--- config.mk ---
export PLATFORM = sky130hd
export DESIGN_NAME = in_channel_queue
export DESIGN_NICKNAME = d
export VERILOG_FILES = /design/src/rtl/in_channel_queue.sv
export SDC_FILE = /design/constraint.sdc
export NUM_CORES = 1
export LEC_CHECK = 0
export ABC_AREA = 1
export BUFFER_PORTS_ARGS = -buffer_cell sky130_fd_sc_hd__buf_2
export CAP_MARGIN = 10
export CORE_UTILIZATION = 30
export DETAILED_ROUTE_END_ITERATION = 8
export PLACE_DENSITY = 0.43
export SYNTH_ARGS = -nofsm -noshare
export SYNTH_HDL_FRONTEND = slang
export SYNTH_SLANG_ARGS = --single-unit
--- constraint.sdc ---
create_clock -name clock -period 4 [get_ports clock]
set_clock_uncertainty 0.15 [all_clocks]
set_input_delay 0.6 -clock clock [delete_from_list [all_inputs] [get_ports clock]]
set_output_delay 0.6 -clock clock [all_outputs]
set_load 0.05 [all_outputs]
--- src/rtl/in_channel_queue.sv ---
// rtl/in_channel_queue.sv - multi-channel circular input queue serving the VM "in" and "inSize" instructions
module in_channel_queue #(
    parameter int MemoryElementWidth = 12,
    parameter int NIn                = 16,
    parameter int NChannels          = 4,
    localparam int CW = (NChannels > 1) ? $clog2(NChannels) : 1,
    localparam int SW = $clog2(NIn + 1),
    localparam int PW = $clog2(NIn)
) (
    input  logic                          clock,
    input  logic                          reset,
    input  logic                          load_valid,
    input  logic [CW-1:0]                 load_channel,
    input  logic [MemoryElementWidth-1:0] load_data,
    output logic                          load_ready,
    input  logic                          cmd_valid,
    input  logic                          cmd_op,
    input  logic [CW-1:0]                 cmd_channel,
    output logic                          resp_valid,
    output logic [MemoryElementWidth-1:0] resp_data,
    output logic                          resp_empty,
    output logic [NChannels-1:0]          overflow
);

    logic [MemoryElementWidth-1:0] mem [NChannels][NIn];
    logic [PW-1:0]                 rd_ptr [NChannels];
    logic [PW-1:0]                 wr_ptr [NChannels];
    logic [SW-1:0]                 count  [NChannels];

    logic                          load_in_range, cmd_in_range;
    logic [CW-1:0]                 lch, cch;
    logic                          pop_ok, push;
    logic [NChannels-1:0]          push_ch, pop_ch, ovf_ch;
    logic [MemoryElementWidth-1:0] resp_data_d;
    logic                          resp_empty_d;

    function automatic logic [PW-1:0] next_ptr(input logic [PW-1:0] p);
        return (p == PW'(NIn - 1)) ? '0 : p + PW'(1);
    endfunction

    // Out-of-range indices are folded to 0 for array access; the in-range flags gate every effect.
    always_comb begin
        load_in_range = int'(load_channel) < NChannels;
        cmd_in_range  = int'(cmd_channel) < NChannels;
        lch           = load_in_range ? load_channel : '0;
        cch           = cmd_in_range ? cmd_channel : '0;
        pop_ok        = cmd_valid && cmd_op && cmd_in_range && (count[cch] != '0);
        // A same-cycle pop on the addressed channel frees a slot even when full.
        load_ready    = load_in_range &&
                        ((count[lch] < SW'(NIn)) || (pop_ok && (cch == lch)));
        push          = load_valid && load_ready;
        for (int c = 0; c < NChannels; c++) begin
            push_ch[c] = push && (lch == CW'(c));
            pop_ch[c]  = pop_ok && (cch == CW'(c));
            ovf_ch[c]  = load_valid && load_in_range && !load_ready && (lch == CW'(c));
        end
    end

    always_comb begin
        resp_data_d  = '0;
        resp_empty_d = 1'b0;
        if (cmd_valid) begin
            if (!cmd_in_range) begin
                resp_empty_d = 1'b1;
            end else if (!cmd_op) begin
                resp_data_d = MemoryElementWidth'(count[cch]);
            end else if (count[cch] == '0) begin
                resp_empty_d = 1'b1;
            end else begin
                resp_data_d = mem[cch][rd_ptr[cch]];
            end
        end
    end

    // Storage carries no reset; pointers and counts define which entries are live.
    always_ff @(posedge clock) begin
        if (push) begin
            mem[lch][wr_ptr[lch]] <= load_data;
        end
    end

    always_ff @(posedge clock or posedge reset) begin
        if (reset) begin
            for (int c = 0; c < NChannels; c++) begin
                rd_ptr[c] <= '0;
                wr_ptr[c] <= '0;
                count[c]  <= '0;
            end
            overflow   <= '0;
            resp_valid <= 1'b0;
            resp_data  <= '0;
            resp_empty <= 1'b0;
        end else begin
            for (int c = 0; c < NChannels; c++) begin
                if (push_ch[c]) begin
                    wr_ptr[c] <= next_ptr(wr_ptr[c]);
                end
                if (pop_ch[c]) begin
                    rd_ptr[c] <= next_ptr(rd_ptr[c]);
                end
                if (push_ch[c] && !pop_ch[c]) begin
                    count[c] <= count[c] + SW'(1);
                end else if (pop_ch[c] && !push_ch[c]) begin
                    count[c] <= count[c] - SW'(1);
                end
                if (ovf_ch[c]) begin
                    overflow[c] <= 1'b1;
                end
            end
            resp_valid <= cmd_valid;
            resp_data  <= resp_data_d;
            resp_empty <= resp_empty_d;
        end
    end

endmodule

# After elaboration in Yosys (flattened, before gate mapping)
# Memories as Yosys holds them, arrays and structs flattened.
# Cells that the tools add are included.
# W data, S select, Z words.
[classes]
mux = 41
magnitude_cmp = 6
eq_ne = 15
n_bitwise = 4
addsub = 16
reduce_logical = 44
[ops]
columns = ["operator", "n"]
rows = [
  ["$mux W192", 1],
  ["$mux W12", 6],
  ["$mux W5", 12],
  ["$bmux W12 S4", 1],
  ["$demux W12 S4", 1],
  ["$mux W4", 12],
  ["$add A4 B1 Y4 const B", 8],
  ["$eq A4 B4 Y1 const B", 8],
  ["$logic_and A1 B1 Y1", 26],
  ["$add A5 B1 Y5 const B", 4],
  ["$bmux W5 S2", 2],
  ["$sub A5 B1 Y5 const B", 4],
  ["$bmux W4 S2", 2],
  ["$ge A5 B5 Y1 const B", 2],
  ["$not A4 Y5", 2],
  ["$logic_not A1 Y1", 9],
  ["$eq A2 B2 Y1 const B", 4],
  ["$reduce_bool A2 Y1", 4],
  ["$ge A3 B3 Y1 const B", 2],
  ["$not A2 Y3", 2],
  ["$logic_not A5 Y1", 1],
  ["$lt A5 B1 Y1 const B", 1],
  ["$lt A5 B5 Y1 const B", 1],
  ["$reduce_bool A5 Y1", 1],
  ["other kinds (5)", 10],
]
[totals]
ram_bits = 768
memories = 1
wordCells = 146
reg_bits = 70
out_inout_bits = 19
[memory_table]
columns = ["memory", "words", "word_bits", "read_ports", "rd_ports_with_merged_regs", "write_ports", "line_no", "rtl"]
rows = [
  ["mem", 4, 192, 1, 0, 1, "25", "logic [MemoryElementWidth-1:0] mem [NChannels][NIn];"],
]

# Logic depth before layout (Yosys ltp)
[depth]
word_depth = 14
mapped_depth = 23
mapped_depth_nobuf = 21

# Worst setup path after synthesis
# No wires, ideal clock.
[synth_path]
path_type = "input port to flip-flop"
start = "in cmd_channel[1]"
end = "reg count[19] in the netlist's numbering"
path_buffers = 2
arrival_ns = 3.062
setup_time_ns = 0.125
cell_stages = 21
setup_slack_ns = 0.663
path_cell_list = "buf_4 > nand2_2 > inv_2 > nand2_1 > nand4_1 > nor2_1 > nand3_2 > nand3_1 > nand2_1 > buf_4 > nand3_1 > inv_1 > ha_1 > inv_1 > ha_1 > a21o_1 > a31oi_1 > nand2_1 > nand2_1 > nor2_1 > xor2_1"
[synth_between]
elab_chain_cells = 13
word_cells_on_any_way = 19
cone_classes = "1 x eq/ne; 4 x mux; 1 x bitwise; 13 x reduce/logical"
[synth_lines]
columns = ["item", "line_no", "rtl"]
rows = [
  ["start: declaration", "18", "input logic [CW-1:0] cmd_channel,"],
  ["$not A2 Y3 (not written as such)", "47", "pop_ok = cmd_valid && cmd_op && cmd_in_range && (count[cch] != '0);"],
  ["$bmux W5 S2", "47", ""],
  ["$mux W5 (not written as such) (2 in a row)", "47", ""],
  ["$reduce_bool A5 Y1", "47", ""],
  ["$logic_and A1 B1 Y1", "47", ""],
  ["$logic_and A1 B1 Y1 (*)", "50", "((count[lch] < SW'(NIn)) || (pop_ok && (cch == lch)));"],
  ["$logic_or A1 B1 Y1 (*)", "50", ""],
  ["$logic_and A1 B1 Y1 (*)", "51", "push = load_valid && load_ready;"],
  ["$logic_and A1 B1 Y1 (*)", "53", "push_ch[c] = push && (lch == CW'(c));"],
  ["net push_ch[0]", "33", "logic [NChannels-1:0] push_ch, pop_ch, ovf_ch;"],
  ["$logic_not A1 Y1", "103", "end else if (pop_ch[c] && !push_ch[c]) begin"],
  ["$logic_and A1 B1 Y1", "103", ""],
  ["$reduce_bool A2 Y1 (no source line)", "n/a", ""],
  ["end signal: indexed assignment", "102", "count[c] <= count[c] + SW'(1);"],
  ["end signal: indexed assignment", "104", "count[c] <= count[c] - SW'(1);"],
  ["end: declaration", "28", "logic [SW-1:0] count [NChannels];"],
]
# The timed path passes the listed nets; every way through them passes the cells marked *. The select of a mux whose other input is x is not followed.
# A chain may end at the register's enable or synchronous reset.

# Final worst setup path
[layout_path]
start = "reg count[0] in the netlist's numbering"
end = "out load_ready"
[layout_between]
elab_chain_cells = 7
word_cells_on_any_way = 11
cone_classes = "1 x order compare; 6 x mux; 4 x reduce/logical"
[layout_lines]
columns = ["item", "line_no", "rtl"]
rows = [
  ["parallel branches: the longest is 6 deep, another holds $lt A5 B5 Y1", "n/a", ""],
  ["$logic_or A1 B1 Y1 (*)", "50", ""],
  ["end: declaration", "15", "output logic load_ready,"],
]
# Every way passes the cells marked *. The select of a mux whose other input is x is not followed.

==> impl_results.md <==
- Post-route core utilization: 35.5%
- Critical R2R Launch: count[0]
- Number of global-route vias before repair: 22311
- Ys Warns: 0
- Cells after Synth: 2853
- Syn avg cell area: 12.0 um^2
- Setup WS post-layout: 0.436 ns
- Worst setup path class: reg2out
- TritonRoute pass-1 iters: 8
- PortBufs: 39
- Period utilization: 89.1%
- Routed via count: 22635
- P per Cell Area: 584 mW/mm^2
- Layout Cells excl Fill: 4563
- DRT iter0 DRCs: 2051
- Fin. max-slew vios: 0
- Inserted Clock Buffers: 94
- Yosys cell types: 38
- Hold Crit Class: in2reg
- Area grow syn2layout: 16.6%
- Maxcap violations: 0
- Setup Viol. Count Final: 0
- CTS sink count: 838
- Nets: 3029
- First-pass GRT wire length: 154000 um
- Share of cells above drive strength 1: 11.4%
- Final TNS setup: 0 ns
- Die area: 0.116 mm^2
- Worst R2R Setup Slack: 0.61 ns
- Hold Violations, Final: 0
- Final routed DRC violation total: 0
- Fin crit period: 3.56 ns
- Final HPWL DP: 62100 um
- Cells after DPL: 4379
- Dpl ws: 0.133 ns
- Critical Path Sink Type: primary output
- CP startpoint kind: flop
- Total grt overflow: 0
- Max Freq: 0.281 GHz
- Unrepaired setup endpoints after global routing: no
- Sequential-to-total area share from yosys stat: 72.2%
- Total core area: 0.113 mm^2
- CTS tree: yes
- Power Total: 23.4 mW
- Wire per inst: 23.1 um
- Site row count: 123
- Largest net degree at the start of global routing: 153
- Hold endpoint: resp_empty
- WL final: 105000 um
- Outcome: completed
- Detail Route Antenna Nets: 0
- Starting Density: 30.4%
- Worst Path Required: 3.25 ns
- H-tree depth: 3
- Critical Path AT: 2.81 ns
- Vias/cell: 4.96
- Initial antenna violation count: 5
- CTS Root Buffer Type: clkbuf_16
- Hold path start: cmd_op
- Worst VDD drop: 0.000339 V
- Worst R2R End: count[9]
- Max transition margin: 17.5%
- Gr usage total: 18.1%
- Multi-input logic area: 0.00845 mm^2
- Net Count, Synth: 2903
- Hold Path Cell Cnt: 3
- IO Pins: 40
- Critical Path Fanout Max: 33
- CTS max path bufs: 3
- Die height: 340 um
- Least-Margin Pin Slew: 1.24 ns
- Fillcell total: 11217
- Worst-Skew Late Latency: 0.66 ns
- Flip-flop and latch area: 0.0248 mm^2
- R2R cell count: 20
- Yosys reg bits: 838
- Leakage power: 14.6 nW
- Final Wtd Congestion: 0.866
- DIE WIDTH: 340 um
- Clock-pin slew on the worst setup and hold paths: 0.06 ns
- Synthesized area: 0.0344 mm^2
- Post-CTS resize count: 0
cell usage after synthesis:
master | n | area [um^2]
xor2_1 | 13 | 114
dfrtp_1 | 70 | 1750
clkinv_1 | 1 | 3.75
nand3_1 | 380 | 1900
and3_1 | 1 | 6.26
inv_2 | 10 | 37.5
xnor2_1 | 8 | 70.1
a31oi_1 | 5 | 31.3
o21ai_1 | 3 | 15.0
nor3_1 | 1 | 5.00
nor2_2 | 8 | 50.1
fa_1 | 4 | 80.1
inv_1 | 83 | 312
a21oi_1 | 56 | 280
a22oi_1 | 89 | 668
buf_2 | 94 | 470
a221oi_1 | 1 | 8.76
nand3_2 | 1 | 10.0
nor2_1 | 191 | 717
edfxtp_1 | 768 | 23100
clkbuf_1 | 37 | 139
nor3_2 | 4 | 40.0
buf_4 | 12 | 90.1
ha_1 | 25 | 313
buf_1 | 12 | 45.0
a21boi_0 | 4 | 30.0
inv_4 | 1 | 6.26
o22ai_1 | 6 | 37.5
nand4_1 | 127 | 795
nand2_1 | 797 | 2990
a21o_1 | 4 | 30.0
o31ai_1 | 1 | 7.51
or2_2 | 4 | 25.0
o21ai_0 | 22 | 110
buf_6 | 1 | 11.3
nand2_2 | 2 | 12.5
nand4_2 | 3 | 37.5
nor2_4 | 4 | 45.0
where the power goes:
group	internal [mW]	total (mW)	switching (mW)
logic	1.25	4.37	3.12
registers	9.97	10.4	0.395
clock network	5.18	8.67	3.49
total	16.4	23.4	7.01
cell families (layout without fill, tap and decap cells):
| family | Yosys count | in the layout | share of synthesized area [%] |
|---|---|---|---|
| xor gates and xnor gates | 21 | 21 | 0.535 |
| and+or+nand+nor | 1523 | 1523 | 19.3 |
| other | 0 | 6 | 0 |
| DFF | 838 | 838 | 72.2 |
| buffers and inverters | 251 | 455 | 3.24 |
| AOI/OAI and AO/OA | 191 | 191 | 3.55 |
| adders and majority gates | 29 | 29 | 1.14 |
placed cells by master (no fill, tap or decap), types with 5 or more instances in the layout:
cell type / n
nand4_1: 127
nor2_1: 190
edfxtp_1: 768
inv_1: 82
ha_1: 25
nand2_1: 795
nand3_1: 380
bufinv_16: 10
xnor2_1: 8
clkbuf_16: 98
clkinv_1: 23
dfrtp_1: 70
buf_4: 134
a21oi_1: 56
inv_2: 9
xor2_1: 13
a22oi_1: 89
nor2_4: 6
buf_2: 37
o22ai_1: 6
o21ai_0: 22
clkbuf_1: 28
clkinv_2: 9
a31oi_1: 5
diode_2: 6
buf_12: 12
nor2_2: 7
flip-flops by register name, summed over array words and instances, names as in the netlist:
signal / cells
resp_data: 12
resp_empty: 1
overflow: 4
wr_ptr: 16
resp_valid: 1
count: 20
rd_ptr: 16
mem: 768
critical path: stages, from the launching register on:
cell	delay (ns)
dfrtp_1	0.41
inv_1	0.13
nor2_1	0.06
a21oi_1	0.16
nand2_1	0.10
nor2_1	0.18
nand3_2	0.11
nand3_1	0.09
nand2_1	0.17
buf_4	0.21
buf_4	0.27
buf_2	0.27
area by class of cell:
type / count / share of cell area, %
flip-flops and latches: 838 / 61.9
multi-input cells: 1764 / 21.1
clock buffers: 129 / 6.49
well taps: 1500 / 4.68
repair buffers: 186 / 3.65
clock inverters: 45 / 1.21
inverters: 95 / 0.906
diodes: 6 / 0.0375
worst max path at each step:
stage                         startpoint      endpoint  slack [ns]
after floorplan           cmd_channel[1]     count[19]        0.66
after global placement    cmd_channel[1]  resp_data[1]        0.15
after detailed placement  cmd_channel[1]  resp_data[1]        0.13
after CTS                       count[0]    load_ready        0.42
after global routing            count[0]    load_ready        0.24
final                           count[0]    load_ready        0.44
timing repair:
action,CTS,global route
setup endpoints to repair,0,0
endpoints found under the hold margin,34,0
setup buffers,0,0
hold buffers,3,0
metrics by stage:
stage	hold WS (ns)	area [um^2]
2_1_floorplan	0.292	34400
3_3_place_gp	0.298	36900
3_5_place_dp	0.302	36900
4_1_cts	0.0724	40000
5_1_grt	0.0774	40100
6_report	0.119	40100
layer usage:
metal | GRT usage, % | wire length (um)
met4 | 4.62 | 2340
met2 | 30.7 | 51600
met1 | 24.0 | 46600
met3 | 2.77 | 4920
met5 | 0 | 0
No activity file was read; power rests on OpenSTA's default activity.
